$ cat config.mk
export PLATFORM = sky130hd
export DESIGN_NAME = pc_gen
export DESIGN_NICKNAME = d
export VERILOG_FILES = /design/src/rtl/pc_pkg.sv /design/src/rtl/pc_target_calc.sv /design/src/rtl/pc_gen.sv
export SDC_FILE = /design/constraint.sdc
export NUM_CORES = 1
export LEC_CHECK = 0
export CORE_MARGIN = 3
export CORE_UTILIZATION = 43
export DETAILED_ROUTE_END_ITERATION = 16
export PLACE_DENSITY = 0.81
export SKIP_CTS_REPAIR_TIMING = 1
export SLEW_MARGIN = 20
export SYNTH_ARGS = -nofsm -noshare
export SYNTH_HDL_FRONTEND = slang
export SYNTH_SLANG_ARGS = --single-unit
$ cat constraint.sdc
create_clock -name clk -period 3.7 [get_ports clk]
set_clock_uncertainty 0.15 [all_clocks]
set_input_delay 0.555 -clock clk [delete_from_list [all_inputs] [get_ports clk]]
set_output_delay 0.555 -clock clk [all_outputs]
set_load 0.005 [all_outputs]
$ cat src/rtl/pc_pkg.sv
// rtl/pc_pkg.sv - shared types and constants for the program-counter generator
package pc_pkg;

    typedef enum logic [1:0] {
        BOOT,
        RUN,
        HALT
    } state_t;

    typedef enum logic [1:0] {
        SRC_SEQ,
        SRC_BR,
        SRC_JALR,
        SRC_TRAP
    } src_t;

    localparam int INSTR_BYTES = 4;

endpackage

$ cat src/rtl/pc_target_calc.sv
// rtl/pc_target_calc.sv - combinational next-PC target and alignment check
module pc_target_calc
    import pc_pkg::*;
#(
    parameter int                ADDR_W   = 10,
    parameter int                OFFS_W   = 20,
    parameter logic [ADDR_W-1:0] TRAP_VEC = ADDR_W'('h100)
) (
    input  logic [ADDR_W-1:0] i_pc,
    input  logic [OFFS_W-1:0] i_jump_offset,
    input  logic [ADDR_W-1:0] i_jalr_target,
    input  src_t              i_src,
    output logic [ADDR_W-1:0] o_target,
    output logic              o_target_misaligned
);

    // Add at the wider of the two widths so the offset is sign-extended or
    // truncated correctly, then keep the low ADDR_W bits (modulo wrap).
    localparam int SUM_W = (ADDR_W > OFFS_W) ? ADDR_W : OFFS_W;

    logic [SUM_W-1:0]  w_pc_ext;
    logic [SUM_W-1:0]  w_off_ext;
    logic [SUM_W-1:0]  w_br_sum;
    logic              w_unused_sum;
    logic [ADDR_W-1:0] w_target;

    assign w_pc_ext     = SUM_W'(i_pc);
    assign w_off_ext    = SUM_W'($signed(i_jump_offset));
    assign w_br_sum     = w_pc_ext + w_off_ext;
    assign w_unused_sum = ^w_br_sum;

    always_comb begin
        w_target = i_pc;
        case (i_src)
            SRC_SEQ:  w_target = i_pc + ADDR_W'(INSTR_BYTES);
            SRC_BR:   w_target = w_br_sum[ADDR_W-1:0] & ~ADDR_W'(1);
            SRC_JALR: w_target = i_jalr_target & ~ADDR_W'(1);
            SRC_TRAP: w_target = TRAP_VEC;
            default:  w_target = i_pc;
        endcase
    end

    assign o_target            = w_target;
    assign o_target_misaligned = ((i_src == SRC_BR) || (i_src == SRC_JALR)) && w_target[1];

endmodule

$ cat src/rtl/pc_gen.sv
// rtl/pc_gen.sv - fetch PC register, next-PC selection and BOOT/RUN/HALT control
module pc_gen
    import pc_pkg::*;
#(
    parameter int                ADDR_W    = 10,
    parameter int                OFFS_W    = 20,
    parameter logic [ADDR_W-1:0] RESET_VEC = '0,
    parameter logic [ADDR_W-1:0] TRAP_VEC  = ADDR_W'('h100)
) (
    input  logic              clk,
    input  logic              reset,
    input  logic              stall,
    input  logic              branch,
    input  logic [OFFS_W-1:0] jump_offset,
    input  logic              jalr,
    input  logic [ADDR_W-1:0] jalr_target,
    input  logic              trap,
    input  logic              fetch_ready,
    output logic              fetch_valid,
    output logic [ADDR_W-1:0] pc_out,
    output logic [ADDR_W-1:0] pc_plus4,
    output logic              misaligned
);

    state_t            r_state;
    logic [ADDR_W-1:0] r_pc;
    logic              r_fetch_valid;
    logic              r_misaligned;

    src_t              w_src;
    logic [ADDR_W-1:0] w_target;
    logic              w_target_misaligned;

    always_comb begin
        w_src = SRC_SEQ;
        if (trap)
            w_src = SRC_TRAP;
        else if (jalr)
            w_src = SRC_JALR;
        else if (branch)
            w_src = SRC_BR;
    end

    pc_target_calc #(
        .ADDR_W   (ADDR_W),
        .OFFS_W   (OFFS_W),
        .TRAP_VEC (TRAP_VEC)
    ) u_target_calc (
        .i_pc                (r_pc),
        .i_jump_offset       (jump_offset),
        .i_jalr_target       (jalr_target),
        .i_src               (w_src),
        .o_target            (w_target),
        .o_target_misaligned (w_target_misaligned)
    );

    always_ff @(posedge clk) begin
        if (reset) begin
            r_state       <= BOOT;
            r_pc          <= RESET_VEC;
            r_fetch_valid <= 1'b0;
            r_misaligned  <= 1'b0;
        end else begin
            r_misaligned <= 1'b0;
            case (r_state)
                BOOT: begin
                    r_state       <= RUN;
                    r_fetch_valid <= 1'b1;
                end
                RUN: begin
                    // Redirects ignore stall/ready; any unaccepted fetch is dropped.
                    if (w_src == SRC_TRAP) begin
                        r_pc <= w_target;
                    end else if (w_src != SRC_SEQ) begin
                        if (w_target_misaligned) begin
                            r_state       <= HALT;
                            r_fetch_valid <= 1'b0;
                            r_misaligned  <= 1'b1;
                        end else begin
                            r_pc <= w_target;
                        end
                    end else if (r_fetch_valid && fetch_ready && !stall) begin
                        r_pc <= w_target;
                    end
                end
                HALT: begin
                    if (trap) begin
                        r_state       <= RUN;
                        r_pc          <= TRAP_VEC;
                        r_fetch_valid <= 1'b1;
                    end
                end
                default: begin
                    r_state       <= BOOT;
                    r_fetch_valid <= 1'b0;
                end
            endcase
        end
    end

    assign pc_out      = r_pc;
    assign pc_plus4    = r_pc + ADDR_W'(INSTR_BYTES);
    assign fetch_valid = r_fetch_valid;
    assign misaligned  = r_misaligned;

endmodule

* Word-level counts from Yosys, hierarchy flattened
Cells that the tools add are included.
** Operators by class
- $add $sub $neg :: 2
- Equality and inequality tests :: 11
- Mux-type cells :: 21
- Bitwise operators :: 2
- Reductions and logical operators :: 12
** Operators with widths (count)
- 2-to-1 mux 10 bit :: 5
- one-hot mux 10 bit (4 select lines) :: 1
- one-hot mux 10 bit (2 select lines) :: 1
- 2-to-1 mux 2 bit :: 6
- adder 10 bit :: 1
- adder 10 x 3 -> 10 bit, second input constant :: 1
- != test 4 bit, second input constant :: 2
- AND reduction 4 bit :: 2
- == test 2 bit, second input constant :: 3
- 2-to-1 mux 1 bit :: 6
- != test 2 bit, second input constant :: 3
- one-hot mux 2 bit (3 select lines) :: 1
- == test 2 x 1 -> 1 bit, second input constant :: 2
- zero test 2 bit :: 2
- nonzero test 2 bit :: 2
- OR reduction 4 bit :: 1
- logical AND 1 bit :: 3
- one-hot mux 1 bit (3 select lines) :: 1
- != test 2 x 1 -> 1 bit, second input constant :: 1
- NOT 1 bit :: 2
- zero test 1 bit :: 1
- logical OR 1 bit :: 1
** Storage, ports and cells
- Register bits :: 14
- Output and inout bits :: 22
- Word-level logic and storage cells :: 52

* Logic depth before layout (Yosys ltp)
Gate-level depths: netlist (run 1).
- Word-level depth :: 10
- Gate-level depth with buffers :: 11
- Gate-level depth less buffers :: 9

* Hierarchy
Synthesis (run 1) repeated with hierarchy kept, for this count alone.
** Unflattened totals
- Cells, all modules :: 177
- Area total of the unflattened synthesis :: 1514.0 sq um
** By module, submodules not included
- pc_gen :: instances 1, cells an instance 77, area each 769.5 sq um
- pc_target_calc :: instances 1, cells an instance 100, area each 744.5 sq um

* Least setup slack after synthesis (run 1)
Ideal clock, no wire load.
- Kind :: in2reg
- Start point :: input jalr
- End point :: register r_pc[3], in the netlist pc_out[3]
- Data arrival time :: 2.329 ns
- Required time :: 3.433 ns
- Setup slack :: 1.103 ns
- Cell stages on the path :: 8
- Cells stage by stage :: or2_2 > ha_1 > buf_6 > a221o_1 > a32o_1 > a21o_1 > buf_6 > a32o_1
** On the way
- Word-level cells in the longest chain between the ends :: 8
** RTL lines
- start, declared :: RTL line pc_gen.sv:15 : input logic jalr,
- 2-to-1 mux 2 bit (*) :: RTL line pc_gen.sv:38 : else if (jalr)
- 2-to-1 mux 2 bit (*) :: RTL line pc_gen.sv:36 : if (trap)
- == test 2 bit (tied with other cells) :: RTL line pc_target_calc.sv:34, pc_gen.sv:72
- one-hot mux 10 bit (4 select lines) :: RTL line pc_target_calc.sv:34 : case (i_src)
- 2-to-1 mux 10 bit (on tied branches) :: RTL line pc_gen.sv:82, pc_gen.sv:75
- 2-to-1 mux 10 bit :: RTL line pc_gen.sv:74 : end else if (w_src != SRC_SEQ) begin
- 2-to-1 mux 10 bit :: RTL line pc_gen.sv:72 : if (w_src == SRC_TRAP) begin
- one-hot mux 10 bit (2 select lines) :: RTL line pc_gen.sv:65 : case (r_state)
- end signal, assigned :: RTL line pc_gen.sv:73 : r_pc <= w_target;
- end signal, assigned :: RTL line pc_gen.sv:80 : r_pc <= w_target;
- end signal, assigned :: RTL line pc_gen.sv:83 : r_pc <= w_target;
- end, declared :: RTL line pc_gen.sv:26 : logic [ADDR_W-1:0] r_pc;
Mark *: on every way between the ends. The rest lies on a longest branch, timed or not. The select of a mux whose other input is x is not followed.
A chain may end at the register's enable or synchronous reset.

* Worst setup path after layout (run 1)
- Start point :: input trap
- End point :: register r_pc[7], in the netlist pc_out[7]
** On the way
- Word-level cells in the longest chain between the ends :: 7
** RTL lines
- start, declared :: RTL line pc_gen.sv:17 : input logic trap,
- 2-to-1 mux 2 bit :: RTL line pc_gen.sv:36
- == test 2 bit (tied with other cells) :: RTL line pc_target_calc.sv:34, pc_gen.sv:72
- one-hot mux 10 bit (4 select lines) :: RTL line pc_target_calc.sv:34
- 2-to-1 mux 10 bit (on tied branches) :: RTL line pc_gen.sv:82, pc_gen.sv:75
- 2-to-1 mux 10 bit :: RTL line pc_gen.sv:74
- 2-to-1 mux 10 bit :: RTL line pc_gen.sv:72
- one-hot mux 10 bit (2 select lines) :: RTL line pc_gen.sv:65
Several ways; a longest one is shown, not always the timed one. The select of a mux whose other input is x is not followed.

==> impl_metrics.json, run 1 <==
{
  "ant_nets": 0,
  "cts-htree-levels": 1,
  "post_synth_instance_area_sq_um": 1385,
  "wirelength_um": 3946,
  "remaining_drc_errors": 0,
  "grt_util_all_layers_pct": 20.53,
  "syn_inst": 170,
  "initial_core_util_pct": 47.76,
  "design.portCount": 59,
  "global_route.overflow_total": 0,
  "final-setup-viol-count": 0,
  "crit_path_top_delay_cell": "clkdlybuf4s50_1",
  "max_clock_freq_mhz": 327.0,
  "synth_top_cell_by_area": "dfxtp_1",
  "arrival_ns": 3.08,
  "stdcell_area_sq_um": 1868,
  "routedWlPerCell_um": 15.54,
  "max_stage_delay_ns": 0.43,
  "clk_transition_reported_paths_ns": 0.08,
  "cts.root.buffer_cell": "clkbuf_4",
  "r2r-start": "pc_out[2]",
  "crit_path_max_fanout": 10,
  "ys.flop_type": "dfxtp_1",
  "class_of_the_tightest_hold_or_removal_check": "reg2reg",
  "timing.rr.end": "pc_out[7]",
  "layout_worst_path_cycle_share_pct": 82.66,
  "synth_edf_count": 0,
  "finalWorstPathRequiredPeriod_ns": 3.059,
  "num-nets-final": 267,
  "placement.cell_area_sq_um": 1832,
  "category_of_the_worst_setup_path_capture_point": "flip-flop",
  "setup_total_negative_slack_ns": 0,
  "synth_top_cell_area_share_pct": 17.34,
  "final_layout_size_suffix_gt1_share_pct": 9.434,
  "floorplan.die.width_um": 62.76,
  "p_leak_nw": 0.7675,
  "grt_antenna_before_repair": 0,
  "synth_sequential_area_ratio_pct": 17.34,
  "worst_skew_pair.late_latency_ns": 0.27,
  "synth.yosys.warnings": 0,
  "hold_viol_final": 0,
  "dieArea_sq_um": 3938,
  "hold_start": "pc_out[1]",
  "floorplan.rows": 19,
  "drt-initial-drc-count": 96,
  "slack_of_the_worst_reg_to_reg_path_ns": 1.11,
  "global_route_wire_length_before_repair_um": 6693,
  "critPathRequiredTime_ns": 3.72,
  "async_reset_ff_share_pct": 0,
  "floorplan.core_area_sq_um": 2900,
  "timing.hold.worst_path_depth": 2,
  "ff_to_ff_path_depth": 5,
  "first_global_vias": 1524,
  "largest_net_degree_at_the_start_of_global_routing": 13,
  "dieHeight_um": 62.76,
  "path_common_cell": "a32o_1",
  "sequential_cell_area_sq_um": 240.2,
  "max_cap_violations": 0,
  "clock_tree_from_tritoncts": "built",
  "timing.final.max_slew_violations": 0,
  "synth_area_leaders": "dfxtp_1, ha_1, a21oi_1",
  "cts_inserted_buffers": 3,
  "via_count": 1490,
  "drtPass1Iterations": 4,
  "final.fill_count": 275,
  "rsz0062_at_grt": "false",
  "multi_input_area_sq_um": 1046,
  "layout.cells.non_filler": 254,
  "avgViaCountPerCell": 5.866,
  "hpwlAfterDp_um": 3230,
  "number_of_clock_sinks": 12,
  "power_uw": 513.4,
  "outcome": "completed",
  "yosys_register_bits": 12,
  "worst-setup-path-type": "in2reg",
  "mapped_avg_cell_area_sq_um": 8.148,
  "flow.area_growth_from_synthesis_pct": 34.87,
  "routabilityCongestion": 0.9341,
  "max_slew.worst_pin.slew_ns": 0.5616,
  "timing.hold.worst_endpoint": "pc_out[1]",
  "synth_most_common_cell": "ha_1",
  "power_per_cell_area_nw_per_um2": 274.8,
  "yosysUniqueCellTypes": 50,
  "yosys-top-cells-count": "ha_1, a21oi_1, dfxtp_1",
  "crit_path_start_kind": "input port",
  "ir_worst_vdd_mv": 0.2198,
  "port_buffers": 44,
  "critical_path.cell_chain": "clkdlybuf4s50_1 > or2_2 > inv_1 > ha_1 > or2b_2 > a32o_1 > a21oi_1 > nor2_1 > a32o_1",
  "worst_slew_margin_rel_pct": 61.59,
  "numPlacedInstances": 250,
  "cts.path.max_buffers": 2,
  "num_antenna_cells": 0
}
-- report_power, final --
| part | total (mW) | internal (mW) | switching [mW] |
|---|---|---|---|
| Sequential | 0.161 | 0.141 | 0.0210 |
| Clock | 0.106 | 0.0598 | 0.0462 |
| Combinational | 0.246 | 0.130 | 0.116 |
| Total | 0.513 | 0.330 | 0.183 |
-- worst max path at each step --
stage | start | endpoint | slack, ns | cells past startpoint
finish | trap | pc_out[7] | 0.64 | 9
global route | trap | pc_out[4] | 0.43 | 9
CTS | trap | pc_out[7] | 0.65 | 9
detailed placement | trap | pc_out[7] | 0.36 | 9
global placement | trap | pc_out[7] | 0.50 | 9
floorplan | jalr | pc_out[3] | 1.10 | 8
-- kinds of logic after synthesis --
logic type | after synthesis | synth area share [%]
AOI/OAI and AO/OA | 57 | 30.53
and+or+nand+nor | 53 | 22.04
buffers and inverters | 19 | 7.408
adders and majority gates | 17 | 15.36
DFF | 12 | 17.34
xor gates and xnor gates | 10 | 6.324
other | 1 | 0.2707
muxes | 1 | 0.7227
-- placed cells by master, fill, tap and decap left out, types with 4 or more instances in the layout --
cell | Yosys | routed
clkdlybuf4s50_1 | 0 | 44
nand2_1 | 8 | 8
or2_2 | 4 | 4
a211oi_1 | 5 | 5
a32o_1 | 4 | 4
nand3_1 | 6 | 6
a21oi_1 | 15 | 15
xnor2_1 | 7 | 7
inv_1 | 10 | 10
dfxtp_1 | 12 | 12
nor2_1 | 8 | 8
a21o_1 | 4 | 4
o21ai_0 | 7 | 7
ha_1 | 17 | 17
nor3_1 | 7 | 7
-- area by class of cell --
type                       count  share of cell area, %
timing repair buffer          46                  24.38
sequential                    12                  12.86
clock buffer                   4                  1.942
tap                           42                  2.813
inverter                      10                  2.009
multi-input combinational    140                  55.99
-- routing by layer --
metal,global-route usage (%),up-vias,wire [um]
li1,-,731,-
met1,24.19,680,1679
met2,34.89,70,1859
met3,6.655,9,322
met4,6.887,0,85
met5,0,-,0
-- worst max-delay path: cells and delay by family --
kind,cells,cell delay [ns]
compound gates,3,0.88
fa+ha+maj,1,0.34
buf+inv,2,0.52
simple gates,3,0.78
-- state kept, by name (all words and copies together), names as in the netlist --
register    cells
misaligned      1
pc_out          9
r_state         2
-- stage by stage --
| stage | util [%] | setup slack, ns | hold slack, ns |
|---|---|---|---|
| 2_1_floorplan | - | 1.103 | 0.3491 |
| 3_3_place_gp | 63.16 | 0.4963 | 0.3632 |
| 3_5_place_dp | 63.16 | 0.3591 | 0.3849 |
| 4_1_cts | 64.41 | 0.6503 | 0.4004 |
| 5_1_grt | 64.41 | 0.4342 | 0.4411 |
| 6_report | 64.41 | 0.6414 | 0.3948 |
No activity file was read; power rests on OpenSTA's default activity.
==> inputs of run 2 (changes only) <==
==> constraint.sdc (replaced) <==
create_clock -name clk -period 3.2 [get_ports clk]
set_clock_uncertainty 0.15 [all_clocks]
set_input_delay 0.48 -clock clk [delete_from_list [all_inputs] [get_ports clk]]
set_output_delay 0.48 -clock clk [all_outputs]
set_load 0.005 [all_outputs]
==> run 2 against run 1 <==
  * Design area grew 0.80%
  * Clock power grew 17%
  * Setup slack lost 0.23 ns
  * Die area is the same
  * Non-clock buffer count grew 2
  * Critical path type unchanged
  * Critical endpoint is now pc_out[4]
  * Largest power group unchanged
  * Highest routed layer unchanged
==> impl_metrics.json, run 2 (synthesis results as in run 1) <==
{
  "via_count": 1502,
  "layout.cells.non_filler": 256,
  "num-nets-final": 269,
  "grt_util_all_layers_pct": 20.53,
  "power_uw": 598.9,
  "layout.cells.most_common": "clkdlybuf4s50_1",
  "port_buffers": 44,
  "placement.cell_area_sq_um": 1847,
  "clk_transition_reported_paths_ns": 0.08,
  "avgViaCountPerCell": 5.867,
  "rsz0062_at_grt": "false",
  "power_per_cell_area_nw_per_um2": 318.1,
  "cts-htree-levels": 1,
  "hold_viol_final": 0,
  "critPathRequiredTime_ns": 3.25,
  "worst_slew_margin_rel_pct": 59.43,
  "final_layout_size_suffix_gt1_share_pct": 10.28,
  "largest_net_degree_at_the_start_of_global_routing": 13,
  "final-setup-viol-count": 0,
  "dieArea_sq_um": 3938,
  "cpLargestDelayFamily": "compound AO/OA/AOI/OAI gates",
  "drtPass1Iterations": 4,
  "flow.area_growth_from_synthesis_pct": 35.95,
  "worst_skew_pair.late_latency_ns": 0.27,
  "numPlacedInstances": 252,
  "ant_nets": 0,
  "first_global_vias": 1494,
  "p_leak_nw": 0.7779,
  "worst-setup-path-type": "in2reg",
  "hpwlAfterDp_um": 3218,
  "dieHeight_um": 62.76,
  "number_of_clock_sinks": 12,
  "floorplan.core_area_sq_um": 2900,
  "category_of_the_worst_setup_path_capture_point": "flip-flop",
  "num_antenna_cells": 0,
  "clock_tree_from_tritoncts": "built",
  "global_route.overflow_total": 0,
  "timing.final.max_slew_violations": 0,
  "finalWorstPathRequiredPeriod_ns": 2.785,
  "final.fill_count": 266,
  "stdcell_area_sq_um": 1883,
  "max_clock_freq_mhz": 359.1,
  "arrival_ns": 2.84,
  "design.portCount": 59,
  "max_slew.worst_pin.slew_ns": 0.5933,
  "remaining_drc_errors": 0,
  "floorplan.die.width_um": 62.76,
  "critical_path.cell_chain": "clkdlybuf4s50_1 > or2_2 > inv_1 > ha_1 > or2b_2 > a32o_1 > a211oi_1 > o21ai_0 > a21oi_1",
  "class_of_the_tightest_hold_or_removal_check": "reg2reg",
  "outcome": "completed",
  "max_stage_delay_ns": 0.43,
  "crit_path_max_fanout": 4,
  "routedWlPerCell_um": 15.69,
  "path_buf_inv": 2,
  "final_cell_mix": "clkdlybuf4s50_1, ha_1, a21oi_1",
  "global_route_wire_length_before_repair_um": 6651,
  "floorplan.rows": 19,
  "routabilityCongestion": 0.8737,
  "cts.path.max_buffers": 2,
  "crit_path_top_delay_cell": "clkdlybuf4s50_1",
  "drt-initial-drc-count": 81,
  "max_cap_violations": 0,
  "cts.root.buffer_cell": "clkbuf_4",
  "crit_path_start_kind": "input port",
  "wirelength_um": 4016,
  "largest_register_ffs": 9,
  "setup_total_negative_slack_ns": 0,
  "initial_core_util_pct": 47.76,
  "cts_inserted_buffers": 3,
  "ir_worst_vdd_mv": 0.2712,
  "layout_worst_path_cycle_share_pct": 87.02,
  "grt_antenna_before_repair": 0
}
[run 2: cell count changes in the layout (fill, tap and decap cells not counted)]
cell / before / now
buf_4: 2 / 4
[run 2: area by class of cell]
cell class	instances	area [sq um]	share of cell area (%)
multi-input cells	140	1046	55.55
inverters	10	37.54	1.993
well taps	42	52.55	2.791
flip-flops and latches	12	240.2	12.76
repair buffers	48	470.5	24.98
clock buffers	4	36.28	1.927
[run 2: worst paths after layout]
| check | from | to | slack (ns) | cells after the start |
|---|---|---|---|---|
| hold / removal | pc_out[1] | pc_out[1] | 0.40 | 2 |
| hold reg to reg | pc_out[1] | pc_out[1] | 0.40 | 2 |
| setup reg to reg | pc_out[2] | pc_out[7] | 0.59 | 5 |
| setup / recovery | trap | pc_out[4] | 0.42 | 9 |
[run 2: power by group]
| part | total [mW] | switching [mW] | internal, mW | leakage, nW |
|---|---|---|---|---|
| sequential | 0.187 | 0.0245 | 0.162 | 0.0978 |
| combinational | 0.288 | 0.136 | 0.152 | 0.659 |
| clock | 0.124 | 0.0551 | 0.0692 | 0.0210 |
[run 2: through the flow]
step                      util [%]  setup slack [ns]  hold slack (ns)
after floorplan                  -            0.6783           0.3491
after global placement       63.68            0.2037           0.3632
after detailed placement     63.68            0.1372           0.3817
after CTS                    64.93            0.4153           0.3981
after global routing         64.93            0.2487           0.4405
final                        64.93            0.4153           0.4041
[run 2: tightest hold or removal path: stages, from the launching register on]
cell and delay [ns]:
dfxtp_1 0.38, nand2_1 0.08, a21oi_1 0.05
[run 2: routing by layer]
| layer | vias up | share of wire (%) | GRT usage (%) |
|---|---|---|---|
| li1 | 728 | - | - |
| met1 | 682 | 41 | 24.08 |
| met2 | 81 | 48 | 36.35 |
| met3 | 11 | 8.1 | 5.755 |
| met4 | 0 | 2.7 | 5.510 |
| met5 | - | 0 | 0 |
==> inputs of run 3 (changes only) <==
--- a/config.mk
+++ b/config.mk
@@ -5,10 +5,11 @@
 export SDC_FILE = /design/constraint.sdc
 export NUM_CORES = 1
 export LEC_CHECK = 0
+export ABC_AREA = 1
 export CORE_MARGIN = 3
 export CORE_UTILIZATION = 43
 export DETAILED_ROUTE_END_ITERATION = 16
-export PLACE_DENSITY = 0.81
+export PLACE_DENSITY = 0.8
 export SKIP_CTS_REPAIR_TIMING = 1
 export SLEW_MARGIN = 20
 export SYNTH_ARGS = -nofsm -noshare
==> run 3 against run 2 <==
  * Sequential power about the same
  * Setup slack improved by 0.16 ns
  * Die area is 3.9% higher
  * Worst hold slack got worse by 0.042 ns
  * Critical path depth decreased by 2
  * First-iteration DRC count unchanged
  * Count of clock-buffer cells in the layout stayed put
  * Register-to-register slack better by 0.61 ns
  * Routed wire length down 6.4%
  * Power down 0.38%
==> impl_metrics.json, run 3 <==
{
  "outcome": "completed",
  "class_of_the_tightest_hold_or_removal_check": "reg2reg",
  "drt-initial-drc-count": 81,
  "postLayoutCoreUtil_pct": 62.56,
  "synth_top_cell_by_area": "nand2_1",
  "largest_net_degree_at_the_start_of_global_routing": 11,
  "clk_transition_reported_paths_ns": 0.08,
  "largest_register_ffs": 9,
  "global_route.overflow_total": 0,
  "yosys-top-cells-count": "nand2_1, inv_1, a21oi_1",
  "max_clock_freq_mhz": 381.6,
  "power_per_cell_area_nw_per_um2": 304.9,
  "num-nets-final": 334,
  "hold_start": "r_state[1]",
  "post_synth_instance_area_sq_um": 1445,
  "layout_worst_path_cycle_share_pct": 81.89,
  "grt_util_all_layers_pct": 18.97,
  "num_antenna_cells": 0,
  "global_route_wire_length_before_repair_um": 6361,
  "layout.cells.most_common": "nand2_1",
  "floorplan.die.width_um": 63.97,
  "r2r-start": "r_state[0]",
  "synth.yosys.warnings": 0,
  "yosysUniqueCellTypes": 31,
  "placement.cell_area_sq_um": 1921,
  "rsz0062_at_grt": "false",
  "clock_tree_from_tritoncts": "built",
  "critPathRequiredTime_ns": 2.57,
  "async_reset_ff_share_pct": 0,
  "final_layout_size_suffix_gt1_share_pct": 7.168,
  "worst-setup-path-type": "reg2out",
  "worst_skew_pair.late_latency_ns": 0.29,
  "flow.area_growth_from_synthesis_pct": 35.41,
  "syn_inst": 234,
  "timing.final.max_slew_violations": 0,
  "synth_sequential_area_ratio_pct": 16.62,
  "dieArea_sq_um": 4092,
  "finalWorstPathRequiredPeriod_ns": 2.621,
  "slack_of_the_worst_reg_to_reg_path_ns": 1.20,
  "routabilityCongestion": 0.8820,
  "first_global_vias": 1508,
  "port_buffers": 44,
  "synth_edf_count": 0,
  "cts.root.buffer_cell": "clkbuf_4",
  "arrival_ns": 1.99,
  "ys.flop_type": "dfxtp_1",
  "cts.path.max_buffers": 2,
  "crit_path_max_fanout": 7,
  "ff_to_ff_path_depth": 11,
  "avgViaCountPerCell": 4.926,
  "synth_most_common_cell": "nand2_1",
  "floorplan.rows": 20,
  "number_of_clock_sinks": 12,
  "remaining_drc_errors": 0,
  "p_leak_nw": 0.9637,
  "final_cell_mix": "nand2_1, clkdlybuf4s50_1, inv_1",
  "finalHoldWorstSlack_ns": 0.3625,
  "floorplan.core_area_sq_um": 3128,
  "via_count": 1591,
  "stdcell_area_sq_um": 1957,
  "initial_core_util_pct": 46.20,
  "setup_ws_ns": 0.5794,
  "synth_top_cell_area_share_pct": 17.92,
  "crit_path_start_kind": "flip-flop",
  "ir_worst_vdd_mv": 0.3278,
  "hold_viol_final": 0,
  "pre_cts_ws_ns": 0.3803,
  "routedWlPerCell_um": 11.63,
  "cts_inserted_buffers": 3,
  "cts-htree-levels": 1,
  "final.fill_count": 308,
  "final-setup-viol-count": 0,
  "dieHeight_um": 63.97,
  "hpwlAfterDp_um": 3002,
  "wirelength_um": 3758,
  "ant_nets": 0,
  "yosys_register_bits": 12,
  "category_of_the_worst_setup_path_capture_point": "primary output",
  "max_cap_violations": 0,
  "synth_area_leaders": "nand2_1, dfxtp_1, ha_1",
  "timing.critical_path.from": "pc_out[2]",
  "grt_antenna_before_repair": 0,
  "mapped_avg_cell_area_sq_um": 6.176,
  "design.portCount": 59,
  "cp-endpoint": "pc_plus4[8]",
  "drtPass1Iterations": 4,
  "setup_total_negative_slack_ns": 0,
  "timing.rr.end": "pc_out[8]"
}
-- run 3: logic make-up (layout without fill, tap and decap cells) --
kind of cell | Yosys count | count (layout) | synth area share [%]
simple gates | 116 | 116 | 36.97
buf+inv | 49 | 93 | 14.29
compound gates | 34 | 34 | 14.11
fa+ha+maj | 17 | 17 | 14.72
flops | 12 | 12 | 16.62
xor+xnor | 5 | 5 | 3.030
other cells | 1 | 2 | 0.2595
-- run 3: worst min path at each step --
stage,cells past startpoint,slack [ns],to
finish,2,0.36,r_state[1]
global route,2,0.40,r_state[1]
CTS,2,0.37,r_state[1]
detailed placement,2,0.36,r_state[1]
global placement,2,0.35,r_state[1]
floorplan,2,0.32,r_state[1]
-- run 3: routing by layer --
metal  routed length (um)  global-route usage [%]  share of wire [%]  up-vias
met5                    0                       0                  0        -
met4                   63                   4.043                1.7        0
met3                  259                   5.448                6.9        8
met2                 1784                   33.55                 47       51
met1                 1650                   22.49                 44      708
li1                     -                       -                  -      824
-- run 3: stage by stage --
| stage | instances | total power, mW |
|---|---|---|
| 2_1_floorplan | 235 | 0.3597 |
| 3_3_place_gp | 319 | 0.4684 |
| 3_5_place_dp | 319 | 0.4732 |
| 4_1_cts | 323 | 0.5964 |
| 5_1_grt | 323 | 0.6413 |
| 6_report | 323 | 0.5967 |
-- run 3: critical path: stages, from the launching register on --
cell and delay [ns]:
dfxtp_1 0.45, ha_1 0.22, nand2_1 0.06, inv_1 0.10, nand4_1 0.11, xor2_1 0.17
inv_1 0.09, clkdlybuf4s50_1 0.52
-- run 3: layout make-up --
class                           count  area [sq um]  area share, %
Inverter                           42         160.2          8.184
Clock buffer                        4         36.28          1.854
Multi-Input combinational cell    174          1002          51.21
Sequential cell                    12         240.2          12.28
Tap cell                           44         55.05          2.813
Timing Repair Buffer               47         462.9          23.66
-- run 3: report_power, final --
part / leakage [nW] / switching (mW) / internal, mW
Combinational: 0.845 / 0.145 / 0.141
Sequential: 0.0978 / 0.0236 / 0.162
Clock: 0.0210 / 0.0555 / 0.0694
